File: src/rtl/pipe_ctrl_pkg.sv
// Shared widths, exception cause codes and controller state encoding for the
// pipeline controller.
package pipe_ctrl_pkg;

  localparam int unsigned WordDataW = 32;
  localparam int unsigned ExpCodeW  = 3;

  typedef logic [WordDataW-1:0] word_data_t;
  typedef logic [ExpCodeW-1:0]  exp_code_t;

  localparam exp_code_t EXP_NO_EXP     = 3'd0;
  localparam exp_code_t EXP_EXT_INT    = 3'd1;
  localparam exp_code_t EXP_UNDEF_INSN = 3'd2;
  localparam exp_code_t EXP_OVERFLOW   = 3'd3;
  localparam exp_code_t EXP_MISS_ALIGN = 3'd4;
  localparam exp_code_t EXP_TRAP       = 3'd5;
  localparam exp_code_t EXP_PRV_VIO    = 3'd6;

  localparam word_data_t EXC_VECTOR_DEFAULT = 32'h0000_0100;

  typedef enum logic [1:0] {
    PipeRun  = 2'd0,
    PipeTrap = 2'd1,
    PipeHalt = 2'd2
  } pipe_state_e;

  function automatic logic is_exception(exp_code_t code);
    return code != EXP_NO_EXP;
  endfunction

endpackage

File: src/rtl/pipe_ctrl.sv
// Five-stage pipeline controller: per-stage stall/flush generation plus
// exception entry, exception return and double-fault halt sequencing.
module pipe_ctrl
  import pipe_ctrl_pkg::*;
#(
  parameter logic [31:0] EXC_VECTOR = EXC_VECTOR_DEFAULT
) (
  input  logic        clk,
  input  logic        reset,
  input  logic        if_busy,
  input  logic        ld_hazard,
  input  logic        mem_busy,
  input  logic        mem_en,
  input  logic [2:0]  mem_exp_code,
  input  logic [31:0] mem_pc,
  input  logic        id_eret,
  output logic        if_stall,
  output logic        id_stall,
  output logic        ex_stall,
  output logic        mem_stall,
  output logic        if_flush,
  output logic        id_flush,
  output logic        ex_flush,
  output logic        mem_flush,
  output logic        new_pc_we,
  output logic [31:0] new_pc,
  output logic [31:0] epc,
  output logic [2:0]  exp_cause,
  output logic        in_handler,
  output logic        halted
);

  pipe_state_e state_q, state_d;
  pipe_state_e ctrl_state;
  logic [31:0] epc_q, epc_d;
  logic [2:0]  cause_q, cause_d;
  logic        in_handler_q, in_handler_d;
  logic        halted_q, halted_d;
  logic        exc_take;
  logic        eret_take;

  // While reset is asserted the controls behave as if in RUN.
  assign ctrl_state = reset ? state_q : PipeRun;
  assign exc_take   = mem_en & is_exception(mem_exp_code) & ~mem_busy;
  assign eret_take  = id_eret & (ctrl_state == PipeTrap) & ~mem_busy;

  always_comb begin
    if_stall  = 1'b0;
    id_stall  = 1'b0;
    ex_stall  = 1'b0;
    mem_stall = 1'b0;
    if_flush  = 1'b0;
    id_flush  = 1'b0;
    ex_flush  = 1'b0;
    mem_flush = 1'b0;
    new_pc_we = 1'b0;
    new_pc    = 32'h0;
    if (ctrl_state == PipeHalt) begin
      {if_stall, id_stall, ex_stall, mem_stall} = 4'hf;
    end else if (exc_take) begin
      {if_flush, id_flush, ex_flush, mem_flush} = 4'hf;
      new_pc_we = 1'b1;
      new_pc    = EXC_VECTOR;
    end else if (mem_busy) begin
      {if_stall, id_stall, ex_stall, mem_stall} = 4'hf;
    end else if (eret_take) begin
      if_flush  = 1'b1;
      id_flush  = 1'b1;
      new_pc_we = 1'b1;
      new_pc    = epc_q;
    end else if (ld_hazard) begin
      if_stall = 1'b1;
      id_stall = 1'b1;
      ex_flush = 1'b1;
    end else if (if_busy) begin
      if_stall = 1'b1;
      id_flush = 1'b1;
    end
  end

  always_comb begin
    state_d = state_q;
    epc_d   = epc_q;
    cause_d = cause_q;
    unique case (state_q)
      PipeRun: begin
        if (exc_take) begin
          state_d = PipeTrap;
          epc_d   = mem_pc;
          cause_d = mem_exp_code;
        end
      end
      PipeTrap: begin
        // A fault inside the handler keeps the original EPC for post-mortem.
        if (exc_take) begin
          state_d = PipeHalt;
          cause_d = mem_exp_code;
        end else if (eret_take) begin
          state_d = PipeRun;
        end
      end
      PipeHalt: state_d = PipeHalt;
      default:  state_d = PipeRun;
    endcase
    in_handler_d = (state_d == PipeTrap);
    halted_d     = (state_d == PipeHalt);
  end

  always_ff @(posedge clk) begin
    if (!reset) begin
      state_q      <= PipeRun;
      epc_q        <= 32'h0;
      cause_q      <= EXP_NO_EXP;
      in_handler_q <= 1'b0;
      halted_q     <= 1'b0;
    end else begin
      state_q      <= state_d;
      epc_q        <= epc_d;
      cause_q      <= cause_d;
      in_handler_q <= in_handler_d;
      halted_q     <= halted_d;
    end
  end

  assign epc        = epc_q;
  assign exp_cause  = cause_q;
  assign in_handler = in_handler_q;
  assign halted     = halted_q;

endmodule

File: config.mk
export PLATFORM = sky130hd
export DESIGN_NAME = pipe_ctrl
export DESIGN_NICKNAME = d
export VERILOG_FILES = /design/src/rtl/pipe_ctrl_pkg.sv /design/src/rtl/pipe_ctrl.sv
export SDC_FILE = /design/constraint.sdc
export NUM_CORES = 1
export LEC_CHECK = 0
export BUFFER_PORTS_ARGS = -buffer_cell sky130_fd_sc_hd__buf_2
export CORE_MARGIN = 2
export CORE_UTILIZATION = 43
export DETAILED_ROUTE_END_ITERATION = 7
export GPL_TIMING_DRIVEN = 0
export PLACE_DENSITY_LB_ADDON = 0.2
export REMOVE_ABC_BUFFERS = 1
export SETUP_SLACK_MARGIN = 0.15
export SYNTH_ARGS = -nofsm -noshare
export SYNTH_HDL_FRONTEND = slang
export SYNTH_SLANG_ARGS = --single-unit
export TNS_END_PERCENT = 100
File: constraint.sdc
create_clock -name clk -period 1.3 [get_ports clk]
set_input_delay 0.065 -clock clk [delete_from_list [all_inputs] [get_ports clk]]
set_output_delay 0.065 -clock clk [all_outputs]
set_load 0.05 [all_outputs]
# == Word level (Yosys, flattened, before mapping) ==
# Index checks and enable logic that the tools add are counted.
# word_totals
word_cells,58
register_bits,39
in_bits,42
# op_classes
n_eq_ne,6
mux,37
n_bitwise,5
n_reduce_logical,5
# op_table
operator,count
2-to-1 mux 32 bit,4
2-to-1 mux 1 bit,28
2-to-1 mux 2 bit,4
equality test 2 x 1 -> 1 bit (second input constant),3
equality test 2 bit (second input constant),3
case mux 2 bit (3 select lines),1
bitwise AND 1 bit,4
AND reduction 2 bit,2
nonzero test 3 bit,1
logical NOT 2 bit,1
OR reduction 2 bit,1
NOT 1 bit,1

# == Longest topological paths before layout ==
# logic_depth
depth_word,8
ltp_mapped,5
depth_no_buf,4

# == Worst setup path before layout ==
# No wires, ideal clock.
# synth_path
kind,reg-to-output
from,register state_q[0]
to,output new_pc_we
t_required_ps,1235
stages_incl_launch_ff,5
arrival_ps,1951
n_path_buf,2
path_slack_ps,-716
path_cell_list,dfxtp_1 -> and3b_1 -> clkbuf_1 -> o22ai_1 -> buf_4
# synth_between
elab_chain_len,8
# synth_lines
element,line,rtl
from (decl),pipe_ctrl.sv:33,"pipe_state_e state_q, state_d;"
from (signal assigned),pipe_ctrl.sv:111,state_q <= PipeRun;
from (signal assigned),pipe_ctrl.sv:117,state_q <= state_d;
2-to-1 mux 2 bit *,pipe_ctrl.sv:43,assign ctrl_state = reset ? state_q : PipeRun;
equality test 2 x 1 -> 1 bit,pipe_ctrl.sv:45,assign eret_take = id_eret & (ctrl_state == PipeTrap) & ~mem_busy;
bitwise AND 1 bit (2 in a row),pipe_ctrl.sv:45,
2-to-1 mux 1 bit (3 in a row),-,
2-to-1 mux 1 bit *,-,
to (decl),pipe_ctrl.sv:25,"output logic new_pc_we,"
# Mark *: on every way between the ends. The rest lies on a longest branch, timed or not.

# == Worst setup path after layout ==
# layout_path
from,register state_q[1]
to,output id_flush
# layout_between
elab_chain_len,8
# layout_lines
element,line,rtl
2-to-1 mux 2 bit *,pipe_ctrl.sv:43,
equality test 2 x 1 -> 1 bit,pipe_ctrl.sv:45,
bitwise AND 1 bit (2 in a row),pipe_ctrl.sv:45,
2-to-1 mux 1 bit,pipe_ctrl.sv:66,end else if (eret_take) begin
2-to-1 mux 1 bit,pipe_ctrl.sv:64,end else if (mem_busy) begin
2-to-1 mux 1 bit,pipe_ctrl.sv:60,end else if (exc_take) begin
2-to-1 mux 1 bit *,pipe_ctrl.sv:58,if (ctrl_state == PipeHalt) begin
to (decl),pipe_ctrl.sv:22,"output logic id_flush,"
# Marked as above.

==> key figures <==
Worst setup path
  • Critical Path Fanout Max: 3
  • Crit path cell chain: buf_4, and3b_2, nor2_4, inv_4, a31oi_1, buf_4
  • Reg2reg setup slack: -170 ps
  • Critical path type: flop to output pin
  • Slowest cell on crit path: dfxtp_4
  • Origin of the critical flop-to-flop path: state_q[1]
  • CP Launch Type: flop
  • Critical path origin: state_q[1]
  • CP most frequent cell: buf_4
  • Critical path arrival: 1660 ps
  • Reg2Reg Depth: 6
  • Critical path's largest stage delay: 350 ps
  • Critical Path RT: 1240 ps
  • WP buf/inv: 3
  • CP delay by family, top: buffers and inverters
  • Setup crit end kind: output pin
  • Worst r2r dst: epc[25]

Route
  • DR vias: 2019
  • DRT met1 WL: 2.47 mm
  • Avg Vias per Cell: 4.92
  • Max layer used: met4
  • Met3 Wirelength: 384 um
  • Final wirelength: 5.95 mm
  • Met2 wire length: 3.02 mm
  • Routed Antenna Nets: 0
  • Drc violations: 0
  • Routed len/inst: 14.5 um
  • Iteration-0 DRC Markers: 61
  • DR pass1 iterations: 5

STA
  • Slew headroom: 0.648
  • Min cycle time layout: 1730 ps
  • Fmax: 579 MHz
  • Final WS setup: -427 ps
  • Final total negative setup slack: -17410 ps
  • Period Utilization, post-route: 1.33
  • Hold Vio Cnt, Final: 0
  • Worst-Margin Slew: 527 ps
  • Final Max Slew Viols: 0
  • Clock skew: 3.84 ps
  • Finish-stage setup viols: 75
  • RSZ-0062 raised after global routing: true

CTS
  • Hold-fix buffers at CTS: 0
  • Clock Root Buffer: clkbuf_8
  • Maximum clock insertion buffer count: 2
  • Clock slew seen by the registers of the worst setup and hold paths: 80 ps
  • Clk sinks: 39
  • H-tree levels: 2
  • Number of buffers created by CTS: 5
  • TritonCTS clock tree: built
  • Worst-Skew Late Latency: 280 ps

Die
  • Ports: 120
  • Die height: 71.4 um
  • # rows: 24
  • Core area: 4350 um^2
  • Initial Util: 0.449
  • Die W: 71.4 um
  • Die ar.: 5100 um^2

Pwr
  • Static Leakage: 1.64 nW
  • Power per Cell Area: 923 nW/um^2
  • VDD IR max: 0.692 mV
  • Total power: 0.00315 W

Placement
  • DP Area: 2520 um^2
  • Final HPWL DP: 3.23 mm
  • Placed cells: 378
  • Port Buffers: 119
  • GPL Wtd Cong: 0.764

Layout
  • Finished Core Util: 0.785
  • Most frequent cells in the layout: buf_2 (77), nand2_1 (70), dfxtp_1 (37), mux2i_1 (35), buf_6 (31)
  • Final instance area: 3420 um^2
  • Post-route insts no fill: 410
  • Diodes inserted: 0
  • Commonest non-fill, non-tap cell in the layout: buf_2
  • Fraction of layout cells with a size suffix above 1: 0.531
  • Area grow syn2layout: 74.7%
  • Final net count: 399

Outcome
  • Status: complete, but fails checks
  • Failing checks: negative setup slack

Hold path
  • Hold path start: mem_pc[26]
  • HP Class: input pin to flop
  • Hold depth: 3
  • Hold endpoint: epc[26]

GRT
  • Largest net degree at the start of global routing: 77
  • Antenna violations before repair: 0
  • GRT overflow: 0
  • First-pass GRT wire length: 9.25 mm
  • Vias in the first global route: 1928
  • Total global-route track usage: 0.227

Yosys
  • Syn Inst Count: 222
  • Number of flops mapped to enable cells by yosys: 0
  • Number of synthesized register bits: 39
  • Distinct cell type count after synthesis: 28
  • Cell area after synthesis: 1960 um^2
  • Async SR Flop Fraction: 0
  • Post-synth top flop: dfxtp_1
  • Avg Inst Size Synth: 8.81 um^2
  • Sequential area share after synthesis: 0.399
  • Number of synthesis warnings: 0

Job
  • Max_cap viols: 0
==> state kept, by name (all words and copies together), names as in the netlist <==
| register | flops |
|---|---|
| exp_cause | 3 |
| state_q | 2 |
| epc | 32 |
| in_handler | 1 |
| halted | 1 |
==> kinds of logic after synthesis <==
family | after synthesis | synth area share
flip-flops | 39 | 0.399
AND/OR/NAND/NOR | 116 | 0.302
AO/OA/AOI/OAI | 13 | 0.0518
buffers and inverters | 19 | 0.0678
multiplexers | 35 | 0.179
==> synth_stat cells (all sizes together) (2+ instances only) <==
cell	count	share of area
nand2b	3	0.0096
clkbuf	8	0.015
nor3	2	0.013
dfxtp	39	0.40
and4b	2	0.010
a31o	2	0.0090
o21ai	4	0.010
and2	31	0.099
nand2	71	0.14
buf	10	0.051
mux2i	35	0.18
nor2	3	0.0070
==> tightest hold or removal path: stages <==
cell and delay [ps]:
buf_2 90, nand2_1 40, mux2i_1 50
==> metrics by stage <==
| stage | worst slack [ps] | hold WS, ps |
|---|---|---|
| 6_report | -427 | 16.1 |
| 5_1_grt | -500 | 9.13 |
| 4_1_cts | -376 | 10.4 |
| 3_5_place_dp | -1380 | 317 |
| 3_3_place_gp | -1550 | 313 |
| 2_1_floorplan | -983 | 200 |
==> what timing repair did <==
| item | CTS | global route |
|---|---|---|
| pin swaps | 20 | 3 |
| cloned | 3 | 0 |
| buffers inserted | 16 | 5 |
| setup endpoints to repair | 75 | 78 |
| resized for setup | 140 | 23 |
==> report_power, final <==
| group | internal (W) | switching [W] |
|---|---|---|
| Clock | 0.000621 | 0.000415 |
| Combinational | 0.000292 | 0.000524 |
| Sequential | 0.00126 | 0.0000462 |
| Total | 0.00217 | 0.000986 |
==> routing by layer <==
metal / GRT usage / vias to the layer above
li1: - / 995
met1: 0.289 / 937
met2: 0.383 / 80
met3: 0.0506 / 7
met4: 0.0713 / 0
met5: 0 / -
==> cell type report <==
type                       count  area (um^2)
clock buffer                   6         82.6
clock inverter                 2         35.0
fill                         296          937
multi-input combinational    165         1160
inverter                       1         6.26
sequential                    39          788
tap                           52         65.1
timing repair buffer         145         1280
==> worst max-delay path by stage <==
stage,depth (start not counted),endpoint,slack (ps)
after global routing,6,id_flush,-500
final,6,id_flush,-430
after CTS,6,new_pc[19],-380
after floorplan,2,epc[0],-980
after global placement,2,epc[27],-1550
after detailed placement,5,new_pc[22],-1380
No activity file was read; power rests on OpenSTA's default activity.
